--- src/rtl/ring_rotate_ctrl.sv ---
// Sequencer for a rotating load/clear ring register: loads a pattern, lets the ring rotate
// a commanded number of clocks, captures the result and flags a mismatch with the expected rotation.
module ring_rotate_ctrl #(
  parameter int WIDTH  = 16,
  parameter int STEP_W = 4
) (
  input  logic              Clk,
  input  logic              Clr,
  input  logic              i_cmd_valid,
  output logic              o_cmd_ready,
  input  logic [WIDTH-1:0]  i_cmd_pat,
  input  logic [STEP_W-1:0] i_cmd_steps,
  output logic              o_rc_ld,
  output logic [WIDTH-1:0]  o_rc_in,
  input  logic [WIDTH-1:0]  i_rc_out,
  output logic              o_res_valid,
  input  logic              i_res_ready,
  output logic [WIDTH-1:0]  o_res_data,
  output logic              o_res_err,
  output logic [2:0]        o_dbg_state
);

  // Handshakes: a transfer happens on a posedge where valid and ready are both high;
  // valid never waits on ready, and the command/result fields are only sampled on a transfer.

  typedef enum logic [2:0] {
    S_IDLE = 3'd0,
    S_LOAD = 3'd1,
    S_ROT  = 3'd2,
    S_CAPT = 3'd3,
    S_DONE = 3'd4
  } state_t;

  state_t              r_state;
  state_t              w_next;
  logic                r_armed;
  logic [WIDTH-1:0]    r_pat;
  logic [WIDTH-1:0]    r_exp;
  logic [STEP_W-1:0]   r_cnt;
  logic [WIDTH-1:0]    r_hold;
  logic [WIDTH-1:0]    r_res_data;
  logic                r_res_err;
  logic                w_accept;
  logic [2*WIDTH-1:0]  w_dbl;

  // Rotate-right by shifting a doubled copy; steps=0 yields the pattern itself.
  assign w_dbl    = {i_cmd_pat, i_cmd_pat} >> i_cmd_steps;
  assign w_accept = o_cmd_ready & i_cmd_valid;

  always_ff @(posedge Clk or posedge Clr) begin
    if (Clr) r_state <= S_IDLE;
    else     r_state <= w_next;
  end

  always_comb begin
    w_next = r_state;
    case (r_state)
      S_IDLE: if (w_accept) w_next = S_LOAD;
      S_LOAD: w_next = (r_cnt == '0) ? S_CAPT : S_ROT;
      S_ROT:  if (r_cnt == STEP_W'(1)) w_next = S_CAPT;
      S_CAPT: w_next = S_DONE;
      S_DONE: if (i_res_ready) w_next = S_IDLE;
      default: w_next = S_IDLE;
    endcase
  end

  // r_armed keeps every strobe low from reset until the first clock after Clr drops.
  always_ff @(posedge Clk or posedge Clr) begin
    if (Clr) begin
      r_armed    <= 1'b0;
      r_pat      <= '0;
      r_exp      <= '0;
      r_cnt      <= '0;
      r_hold     <= '0;
      r_res_data <= '0;
      r_res_err  <= 1'b0;
    end else begin
      r_armed <= 1'b1;
      if (w_accept) begin
        r_pat <= i_cmd_pat;
        r_exp <= w_dbl[WIDTH-1:0];
        r_cnt <= i_cmd_steps;
      end
      if (r_state == S_ROT) r_cnt <= r_cnt - STEP_W'(1);
      if (r_state == S_CAPT) begin
        r_res_data <= i_rc_out;
        r_res_err  <= (i_rc_out != r_exp);
        r_hold     <= i_rc_out;
      end
    end
  end

  always_comb begin
    o_cmd_ready = r_armed && (r_state == S_IDLE);
    o_rc_ld     = r_armed && (r_state != S_ROT);
    o_res_valid = (r_state == S_DONE);
    o_rc_in     = r_hold;
    case (r_state)
      S_LOAD:  o_rc_in = r_pat;
      S_CAPT:  o_rc_in = i_rc_out;
      default: o_rc_in = r_hold;
    endcase
  end

  assign o_res_data  = r_res_data;
  assign o_res_err   = r_res_err;
  assign o_dbg_state = r_state;

endmodule

--- config.mk ---
export PLATFORM = sky130hd
export DESIGN_NAME = ring_rotate_ctrl
export DESIGN_NICKNAME = d
export VERILOG_FILES = /design/src/rtl/ring_rotate_ctrl.sv
export SDC_FILE = /design/constraint.sdc
export NUM_CORES = 1
export LEC_CHECK = 0
export ABC_AREA = 1
export BUFFER_PORTS_ARGS = -buffer_cell sky130_fd_sc_hd__buf_4
export CAP_MARGIN = 15
export CORE_AREA = 2 2 89 91
export CTS_BUF_LIST = sky130_fd_sc_hd__clkbuf_2
export CTS_CLUSTER_DIAMETER = 60
export DETAILED_ROUTE_END_ITERATION = 16
export DIE_AREA = 0 0 91 93
export PLACE_DENSITY = 0.73
export SLEW_MARGIN = 30
export SYNTH_ARGS = -nofsm -noshare
export SYNTH_HDL_FRONTEND = slang
export SYNTH_SLANG_ARGS = --single-unit
--- constraint.sdc ---
create_clock -name Clk -period 2.9 [get_ports Clk]
set_input_delay 0.435 -clock Clk [delete_from_list [all_inputs] [get_ports Clk]]
set_output_delay 0.435 -clock Clk [all_outputs]
set_load 0.02 [all_outputs]
# Word level (Yosys, flattened, before mapping)
# Cells that the tools add are included.
# classes
add_sub_neg	1
multipliers	0
div	0
n_lt_le_gt_ge	0
eq_ne	10
shifts	1
n_mux	8
n_bitwise	1
reduce_logical	6
# ops
op	n
$pmux 16 s2	1
$shr 32x4->16	1
$ne 16x16->1	1
$pmux 3 s5	1
$mux 3	3
$mux 4	2
$eq 3x2->1 const B	2
$eq 4x1->1 const B	1
$logic_not 4->1	1
$ne 2x2->1 const B	2
$sub 4x1->4 const B	1
$eq 3x1->1 const B	1
$eq 3x3->1 const B	1
$logic_not 3->1	1
$ne 3x2->1 const B	1
$reduce_and 3->1	1
$logic_and 1x1->1	2
$ne 2x1->1 const B	1
$reduce_bool 2->1	1
$and 1x1->1	1
$mux 1	1
# word_totals
regBits	57
latch_bits	0
ram_bits	0
mem_bits_ro	0
in_bits	40
out_inout_bits	39
elab_cells	34
mem_count	0

# Depth between registers and ports, before layout
# logic_depth
depth_word	5
depth_mapped	9
ltp_nobuf	9

# Worst setup path before layout
# OpenSTA, ideal clock, no wires.
# synth_timing
kind	register -> output
from	reg r_state[0] (netlist: o_dbg_state[0])
to	out o_rc_in[15]
arrival_ns	1.362
required_time_ns	2.465
path_slack_ns	1.103
stages_incl_launch_ff	8
path_buffers	1
cell_sequence	dfrtp_1 -> inv_2 -> nor2_4 -> nand2_2 -> inv_2 -> buf_4 -> nand2_1 -> o211ai_1
# synth_via
elab_chain_len	2
word_cells_on_any_way	3
cone_classes	eq/ne: 2; mux: 1
# synth_rtl
item	line	text
from (decl)	34	state_t r_state;
from (signal assigned)	52	else r_state <= w_next;
$eq 3x2->1 / $eq 3x1->1 (equally long branches)	98	case (r_state)
$pmux 16 s2 *	98	
to (decl)	14	output logic [WIDTH-1:0] o_rc_in,
# Mark *: on every way between the ends. The rest lies on a longest branch, timed or not.

# Worst setup path in the final report
# layout_timing
from	reg r_state[0] (netlist: o_dbg_state[0])
to	out o_rc_in[13]
# Same word-level chain as after synthesis.

==> run_results.csv <==
group,metric,value,unit
cells_and_area,drive_gt1_share,17.15,%
power_and_ir_drop,leakagePower,2.428,nW
sta,rsz0062_at_grt,"false",
logic_synthesis,synth_top_family_by_area,"simple AND/OR/NAND/NOR gates",
logic_synthesis,synth_compound_area_share,7.906,%
run_status,status,"completed",
logic_synthesis,yosys.area_share.simple,40.22,%
global_routing,met2_usage,42.65,%
drt,vias,3783,
cells_and_area,n_antenna_cell,0,
clocking,cts_setup_buffers,0,
floorplanning,die_x,91,µm
setup_path,rrSetupSlack,0.93,ns
clocking,cts-root-buf,"clkbuf_2",
sta,finalHoldViolations,0,
logic_synthesis,synth_top_flop_cell,"dfrtp_1",
setup_path,start_kind,"flop",
setup_path,r2r_start,"o_dbg_state[1]",
setup_path,worstSetupPathType,"reg -> out",
clocking,cts-htree-levels,3,
drt,drc,0,
global_routing,antenna_found_initial,0,
placed_design,hpwlAfterDp,8.504,mm
global_routing,grt_pass1_vias,3674,
flow_run,max_cap_viol_count,0,
clocking,cts_tree,"yes",
logic_synthesis,ys_ff_latch,57,
floorplanning,initial_core_util,48.35,%
placed_design,io_buffer_count,78,
setup_path,crit_required,2.47,ns
logic_synthesis,synth.net_count,593,
setup_path,ff2ff_path_depth,5,
cells_and_area,area_growth_syn_to_layout,19.39,%
global_routing,grt_max_degree,34,
drt,antenna_left,0,
drt,avgViaCountPerCell,5.211,
logic_synthesis,synth_cell_types,23,
global_routing,grt_pass1_wl,17.73,mm
setup_path,timing.critical_path.mode_cell,"buf_4",
sta,fmax,390.5,MHz
drt,firstDrtPassIters,5,
logic_synthesis,synth.yosys.seq_area_share,39.19,%
min_path,hold_depth,4,
logic_synthesis,yosys_warnings,0,
logic_synthesis,synthTopCellsByArea,"dfrtp_1, nand2_1, nand3_1, inv_1, nor2_1",
logic_synthesis,synthAdderAreaFrac,1.031,%
clocking,clk_pin_slew_worst_paths,0.16,ns
logic_synthesis,avgSynthCellArea,6.618,µm²
setup_path,worst-path-buf-inv,3,
global_routing,grt_most_used_layer,"met2",
drt,wl_per_cell,15.03,µm
logic_synthesis,yosys-top-cells-count,"nand2_1, nand3_1, inv_1",
sta,finalMaxSlewViolations,0,
global_routing,grt-ovfl-total,0,
sta,finalClockSkew,0.01750,ns
sta,worstMarginPinSlew,0.5183,ns
logic_synthesis,syn-cell-area,3640,µm²
sta,final-setup-viol-count,0,
drt,drt_iter0_markers,229,
logic_synthesis,synth-edff-count,0,
setup_path,cpMaxStageDelayCell,"dfrtp_1",
sta,fin_setup_tns,0,ns
logic_synthesis,async_flop_share,100.0,%
floorplanning,core,7527,µm²
cells_and_area,fin_nets,663,
setup_path,crit_arrival,2.13,ns
setup_path,path_cells,"inv_2 -> nor2_4 -> buf_4 -> nand2_1 -> o221ai_1 -> buf_4",
min_path,min_path_type,"in -> reg",
min_path,min-delay-start,"i_res_ready",
sta,hold_ws,0.1779,ns
logic_synthesis,synthMuxAreaShare,0,%
sta,period_minus_slack,2.561,ns
setup_path,crit_fanout,26,
setup_path,cp_slowest_stage_delay,0.49,ns
sta,maxSlewHeadroom,65.41,%
global_routing,globalRouteMet3Util,2.981,%
logic_synthesis,synth-xor-area-share,0.2406,%
setup_path,reg2reg_to,"o_dbg_state[0]",
clocking,cts.repair.resized,0,
clocking,cts_buffers,9,
floorplanning,dieHeight,93,µm
sta,fin_crit_sh,88.30,%
drt,wl,10.91,mm
logic_synthesis,yosysTopAreaCell,"dfrtp_1",
floorplanning,dieArea,8463,µm²
logic_synthesis,synth_top_area_share,39.19,%
clocking,cts.sinks,57,
min_path,hold-path-endpoint,"o_dbg_state[2]",
logic_synthesis,syn_inst,550,
placed_design,gp_congestion,0.9320,
floorplanning,rows,32,
setup_path,critPathTopFamily,"buffers and inverters",
power_and_ir_drop,vdd_drop_max,299.5,µV
logic_synthesis,synth_most_common_cell,"nand2_1",
floorplanning,io_pins,79,
clocking,cts.path.max_buffers,2,
global_routing,gr-usage-all-layers,26.93,%
power_and_ir_drop,power_density,974.4,nW/µm²
setup_path,setup.worst_path.end_class,"output pin",
global_routing,met1_usage,37.17,%
clocking,worstSkewPairLatency,0.49,ns
stage by stage:
stage	util (%)	power (mW)	setup slack (ns)	instances	instance area, µm²
floorplan	-	2.929	1.065	550	3640
global placement	56.30	3.736	0.9410	710	4238
detailed placement	56.30	3.765	0.8970	710	4238
CTS	57.73	4.246	0.3440	726	4345
global route	57.73	4.578	0.1870	726	4345
finish	57.73	4.234	0.3392	726	4345
metal layers:
layer | routed length [µm] | up-vias
li1 | - | 1888
met1 | 4920 | 1738
met2 | 5051 | 134
met3 | 630 | 23
met4 | 310 | 0
met5 | 0 | -
timing repair:
action,in CTS,in global routing
setup endpoints to repair,0,0
hold endpoints to repair,18,0
hold buffers,1,0
worst max path at each step:
stage / end / slack (ns) / depth (start not counted) / from
2_1_floorplan: o_dbg_state[0] / 1.07 / 1 / Clr
3_3_place_gp: o_rc_in[10] / 0.94 / 6 / o_dbg_state[0]
3_5_place_dp: o_rc_in[10] / 0.90 / 6 / o_dbg_state[0]
4_1_cts: o_rc_in[10] / 0.34 / 6 / o_dbg_state[0]
5_1_grt: o_rc_in[11] / 0.19 / 6 / o_dbg_state[0]
6_report: o_rc_in[13] / 0.34 / 6 / o_dbg_state[0]
worst min-delay path, delay by kind of cell:
family	cells	cell delay (ns)
buffers and inverters	2	0.11
AND/OR/NAND/NOR	2	0.12
power breakdown:
| part | internal, mW | switching (mW) |
|---|---|---|
| sequential | 1.16 | 0.229 |
| clock | 0.190 | 0.287 |
| combinational | 0.902 | 1.46 |
cell usage in the layout (no fill, tap or decap), types with 2 or more instances in the layout:
cell type and instances:
nand2_1 199, nand3_1 94, buf_4 81, inv_1 66, dfrtp_1 57, nor2_1 45
o21ai_0 24, o211ai_1 11, clkbuf_2 10, o221ai_1 8, inv_2 7, nor2_4 3
ha_1 3, nor3_1 2, o21ai_1 2, clkinv_1 2, clkinv_2 2
cell type report:
cell class                      count  area (µm²)
Tap cell                          102       127.6
Clock inverter                      5       47.55
Inverter                           73       274.0
Fill cell                         779        3182
Sequential cell                    57        1426
Clock buffer                       10       50.05
Timing Repair Buffer               82       618.1
Multi-Input combinational cell    397        1802
sequential cells by signal, summed over array words and instances (netlist names):
name,flops
o_res_data,16
r_exp,16
r_pat,16
r_cnt,4
o_dbg_state,3
o_res_err,1
r_armed,1
kinds of logic (layout without fill, tap and decap cells):
kind of cell             count (synthesis)  after routing
other                                    1              1
adder cells (fa/ha/maj)                  3              3
AND/OR/NAND/NOR                        346            346
AO/OA/AOI/OAI                           46             46
XOR/XNOR                                 1              1
flip-flops                              57             57
buffers and inverters                   96            170
Power figures use the tool's default switching activity.
